$ cat config.mk
export PLATFORM = sky130hd
export DESIGN_NAME = master_control
export DESIGN_NICKNAME = d
export VERILOG_FILES = /design/src/rtl/master_control_pkg.sv /design/src/rtl/master_control_delay_counter.sv /design/src/rtl/master_control.sv
export SDC_FILE = /design/constraint.sdc
export NUM_CORES = 1
export LEC_CHECK = 0
export BUFFER_PORTS_ARGS = -buffer_cell sky130_fd_sc_hd__clkbuf_2
export CORE_MARGIN = 5
export CORE_UTILIZATION = 50
export CTS_BUF_LIST = sky130_fd_sc_hd__clkbuf_8
export CTS_CLUSTER_SIZE = 25
export DETAILED_ROUTE_END_ITERATION = 16
export GPL_ROUTABILITY_DRIVEN = 0
export PLACE_DENSITY_LB_ADDON = 0.2
export SLEW_MARGIN = 10
export SYNTH_ARGS = -nofsm -noshare
export SYNTH_HDL_FRONTEND = slang
export SYNTH_HIERARCHICAL = 1
export SYNTH_SLANG_ARGS = --single-unit
$ cat constraint.sdc
create_clock -name clk -period 2.4 [get_ports clk]
set_clock_uncertainty 0.05 [all_clocks]
set_input_delay 0.6 -clock clk [delete_from_list [all_inputs] [get_ports clk]]
set_output_delay 0.6 -clock clk [all_outputs]
set_load 0.005 [all_outputs]
$ cat src/rtl/master_control_pkg.sv
// Shared definitions for the Chip2Chip link, used by both master and slave sides.
package master_control_pkg;

    // Link controller states, 2-bit encoding shared across boards
    typedef enum logic [1:0] {
        IDLE        = 2'd0,
        WAIT_ACK    = 2'd1,
        SEND_DATA   = 2'd2,
        HOLD_NOTICE = 2'd3
    } link_state_t;

    localparam int DATA_W_DEF = 3;

endpackage

$ cat src/rtl/master_control_delay_counter.sv
// Down-counting delay timer: done pulses for one cycle CYCLES cycles after start.
module delay_counter #(
    parameter int CYCLES = 10
) (
    input  logic clk,
    input  logic rst_n,
    input  logic start,
    output logic done
);

    localparam int CNT_W = $clog2(CYCLES + 1);

    logic [CNT_W-1:0] cnt;

    // Load on start (restarting any count in progress), then run down to zero
    always_ff @(posedge clk) begin
        if (!rst_n) begin
            cnt <= '0;
        end else if (start) begin
            cnt <= CNT_W'(CYCLES);
        end else if (cnt != '0) begin
            cnt <= cnt - 1'b1;
        end
    end

    // Terminal count is 1 so done lands exactly CYCLES edges after start is sampled
    assign done = (cnt == CNT_W'(1));

endmodule

$ cat src/rtl/master_control.sv
// Master-side Chip2Chip link controller: request/ack handshake, then a fixed valid window.
//
// state       | meaning
// ------------+--------------------------------------------------------
// IDLE        | waiting for a send pulse
// WAIT_ACK    | request raised, waiting for a synchronized ack rising edge
// SEND_DATA   | valid high for VALID_HOLD cycles with latched data
// HOLD_NOTICE | notice LED held for DELAY_CYCLES before returning to IDLE
module master_control
    import master_control_pkg::*;
#(
    parameter int DELAY_CYCLES = 100_000_000,
    parameter int VALID_HOLD   = 4,
    parameter int DATA_W       = DATA_W_DEF
) (
    input  logic              clk,
    input  logic              rst_n,
    input  logic              send,
    input  logic [DATA_W-1:0] sw_data,
    input  logic              ack,
    output logic              request,
    output logic              valid,
    output logic [DATA_W-1:0] data,
    output logic              notice,
    output logic              busy
);

    localparam int VC_W = $clog2(VALID_HOLD + 1);

    link_state_t      state, state_nx;
    logic             ack_meta, ack_s, ack_s_d, ack_rise;
    logic [VC_W-1:0]  vcnt;
    logic             vcnt_load, dly_start, dly_done, data_load;

    // Two-flop synchronizer for the slave's ack, plus a delayed copy for edge detect.
    // The rise pulse is registered so the FSM advances one edge after detection.
    always_ff @(posedge clk) begin
        if (!rst_n) begin
            ack_meta <= 1'b0;
            ack_s    <= 1'b0;
            ack_s_d  <= 1'b0;
            ack_rise <= 1'b0;
        end else begin
            ack_meta <= ack;
            ack_s    <= ack_meta;
            ack_s_d  <= ack_s;
            ack_rise <= ack_s & ~ack_s_d;
        end
    end

    // State register
    always_ff @(posedge clk) begin
        if (!rst_n) begin
            state <= IDLE;
        end else begin
            state <= state_nx;
        end
    end

    // Valid-window down-counter, loaded on the ack that starts SEND_DATA
    always_ff @(posedge clk) begin
        if (!rst_n) begin
            vcnt <= '0;
        end else if (vcnt_load) begin
            vcnt <= VC_W'(VALID_HOLD);
        end else if (state == SEND_DATA && vcnt != '0) begin
            vcnt <= vcnt - 1'b1;
        end
    end

    // Data register, only written by an accepted send so it is frozen while valid is high
    always_ff @(posedge clk) begin
        if (!rst_n) begin
            data <= '0;
        end else if (data_load) begin
            data <= sw_data;
        end
    end

    // Next-state and Moore outputs
    always_comb begin
        state_nx  = state;
        vcnt_load = 1'b0;
        dly_start = 1'b0;
        data_load = 1'b0;
        request   = 1'b0;
        valid     = 1'b0;
        notice    = 1'b0;
        case (state)
            IDLE: begin
                if (send) begin
                    state_nx  = WAIT_ACK;
                    data_load = 1'b1;
                end
            end
            WAIT_ACK: begin
                request = 1'b1;
                notice  = 1'b1;
                if (ack_rise) begin
                    state_nx  = SEND_DATA;
                    vcnt_load = 1'b1;
                end
            end
            SEND_DATA: begin
                valid  = 1'b1;
                notice = 1'b1;
                if (vcnt == VC_W'(1)) begin
                    state_nx  = HOLD_NOTICE;
                    dly_start = 1'b1;
                end
            end
            HOLD_NOTICE: begin
                notice = 1'b1;
                if (dly_done) begin
                    state_nx = IDLE;
                end
            end
            default: state_nx = IDLE;
        endcase
    end

    assign busy = (state != IDLE);

    delay_counter #(
        .CYCLES (DELAY_CYCLES)
    ) u_delay (
        .clk   (clk),
        .rst_n (rst_n),
        .start (dly_start),
        .done  (dly_done)
    );

endmodule
==> out/summary.txt <==
Ys async rst share: 0
Status: complete, no violations
R2R Path Start: u_delay/cnt[0]
Synth Instances: 233
Post-synthesis adder-cell area fraction: 0.0606
Worst r2r path cells: 7
Area growth from synthesis to final layout: 13.3%
Largest family of logic cells by synthesized area: simple AND/OR/NAND/NOR gates
Hold path start: ack_s_d
Reg clk slew, reported paths: 0.08 ns
Drt pass-1 iters: 4
WHS Path Cells: 1
Syn avg cell area: 8.87 um^2
Slew margin rel.: 0.714
Post-route ant nets: 0
TritonCTS clock tree: built
Power density over the cells: 1260 mW/mm^2
Dpl cell area: 0.00221 mm^2
YS warnings: 6
First-pass GRT wire length: 7010 um
Post-synth top cells: 39 x dfxtp_1, 20 x nor2_1, 17 x nand2_1, 12 x inv_1, 11 x a21oi_1
Core Rows: 23
Largest net degree at the start of global routing: 15
Worst slack at placement: 0.197 ns
Clock Sink Count: 39
Sequential share of the synthesized area: 0.378
Unrepaired setup endpoints after global routing: false
Port buffer count: 13
# DRC: 0
Filler Cell Count: 366
Crit path kind: reg -> reg
FF-to-FF End: u_delay/cnt[22]
Die area: 0.00552 mm^2
Layout cells sized above 1: 0.169
Most common cell in the netlist: dfxtp_1
Hold-critical path endpoint: ack_rise
Leakage: 0.944 nW
Peak VDD IR: 0.613 mV
Minimum clock period after layout: 2.17 ns
Antenna violations before repair: 0
Slew Limit Fails: 0
Crit path arrival time: 2.29 ns
Synth Area in Compound Gates: 0.186
Synth Cell Area: 0.00207 mm^2
Setup-failing EPs final: 0
Antenna diodes: 0
Yosys reg bits: 39
Drt initial violations: 69
Post-synth top area share: 0.378
Crit. End Element: register
Routed len/inst: 12.8 um
Main flop type after synthesis: dfxtp_1
Final Hold Viols: 0
Req. time, crit path: 2.52 ns
Cell variety after synth: 54
Via count: 1667
Number of global-route vias before repair: 1558
Finished Core Util: 0.585
CP max FO: 7
Synth area leader: dfxtp_1
Placed insts: 295
Core area: 0.00400 mm^2
Final #Nets: 271
Cell types occupying the most area after synthesis: dfxtp_1 38%, ha_1 6.1%, xor2_1 3.8%
Post-synthesis xor/xnor area fraction: 0.0509
Initial Util: 0.516
Fmax: 0.462 GHz
Hold Crit Class: reg -> reg
Die height: 74.3 um
DP HPWL: 2860 um
Syn nets: 250
Total track usage: 0.160
Max-Cap Viols: 0
Final WL: 3900 um
Cts bufs inserted: 5
Clock Tree Root: clkbuf_8
Grt ovf: 0
Period utilization: 0.902
Total Neg Setup Slack: 0 ns
Maximum root-to-sink buffer count: 2
# H-tree levels: 2
Number of synthesized flops with an enable pin: 0
Fin area: 0.00234 mm^2
Io pins: 14
Crit path setup slack, layout: 0.234 ns
Crit path launch type: register
Simple-Gate Fraction of Synth Area: 0.276
Worst R2R Setup Slack: 0.23 ns
Chip width: 74.3 um
Post-synthesis mux area share: 0.00485
Clk_lat worst skew: 0.28 ns
Slew @ Worst Pin: 0.426 ns
Final std cells w/o fill: 305
Via density: 5.47
timing repair:
item / CTS / global route
resized for setup: 0 / 0
buffers inserted: 0 / 2
hold buffers: 0 / 0
setup endpoints to repair: 0 / 2
worst max-delay path, cell delays in order, from the launching register on:
cell	delay (ns)
dfxtp_1	0.35
inv_1	0.06
ha_1	0.27
nor3b_1	0.35
nand4_1	0.26
or2_0	0.38
a211oi_1	0.26
nor3_1	0.08
power by group:
part	leakage [nW]	switching (mW)	internal [mW]
Combinational	0.564	0.800	0.637
Sequential	0.319	0.151	0.787
Clock	0.0612	0.227	0.336
Total	0.944	1.18	1.76
area by class of cell:
cell class / instances / area, um^2 / share of cell area
Timing Repair Buffer: 23 / 140 / 0.0599
Multi-Input combinational cell: 173 / 1190 / 0.510
Inverter: 12 / 45.0 / 0.0193
Tap cell: 50 / 62.6 / 0.0267
Sequential cell: 39 / 781 / 0.334
Clock inverter: 2 / 35.0 / 0.0150
Clock buffer: 6 / 82.6 / 0.0353
metal layers:
metal | part of all wire | wire, um | track usage | vias to the layer above
met4 | 0.0021 | 8 | 0.0415 | 0
li1 | - | - | - | 884
met2 | 0.44 | 1730 | 0.252 | 27
met5 | 0 | 0 | 0 | -
met1 | 0.51 | 2000 | 0.220 | 754
met3 | 0.042 | 165 | 0.0405 | 2
sequential cells by signal, summed over array words and instances (netlist names):
name / flops
ack_s: 1
vcnt: 3
ack_meta: 1
data: 3
state: 2
ack_rise: 1
u_delay/cnt: 27
ack_s_d: 1
cell families (layout without fill, tap and decap cells):
family / count (synthesis) / count (layout)
buffers and inverters: 21 / 43
adder cells (fa/ha/maj): 10 / 10
AND/OR/NAND/NOR: 98 / 98
flip-flops: 39 / 39
XOR/XNOR: 12 / 12
multiplexers: 1 / 1
AO/OA/AOI/OAI: 52 / 52
cell usage in the layout, fill, tap and decap left out, types with 6 or more instances in the layout:
cell       n
ha_1      10
dfxtp_1   39
xor2_1     9
buf_4     10
o21ai_0    6
nand2_1   17
clkbuf_8   6
a21oi_1   11
nor3_1     8
inv_1     12
clkbuf_2  13
nor2_1    20
or3_1      6
how the worst max path moves through the flow:
stage	slack, ns	end	from	cells past startpoint
finish	0.23	u_delay/cnt[22]	u_delay/cnt[0]	7
global route	0.04	u_delay/cnt[22]	u_delay/cnt[0]	7
CTS	0.16	u_delay/cnt[22]	u_delay/cnt[0]	7
detailed placement	0.20	u_delay/cnt[22]	u_delay/cnt[0]	7
global placement	0.31	u_delay/cnt[22]	u_delay/cnt[0]	7
floorplan	0.46	u_delay/cnt[22]	u_delay/cnt[0]	8
metrics by stage:
stage | total power [mW] | hold slack [ns]
floorplan | 2.04 | 0.317
global placement | 2.35 | 0.321
detailed placement | 2.36 | 0.327
CTS | 2.94 | 0.343
global route | 3.20 | 0.351
finish | 2.94 | 0.331
No activity file was read; power rests on OpenSTA's default activity.
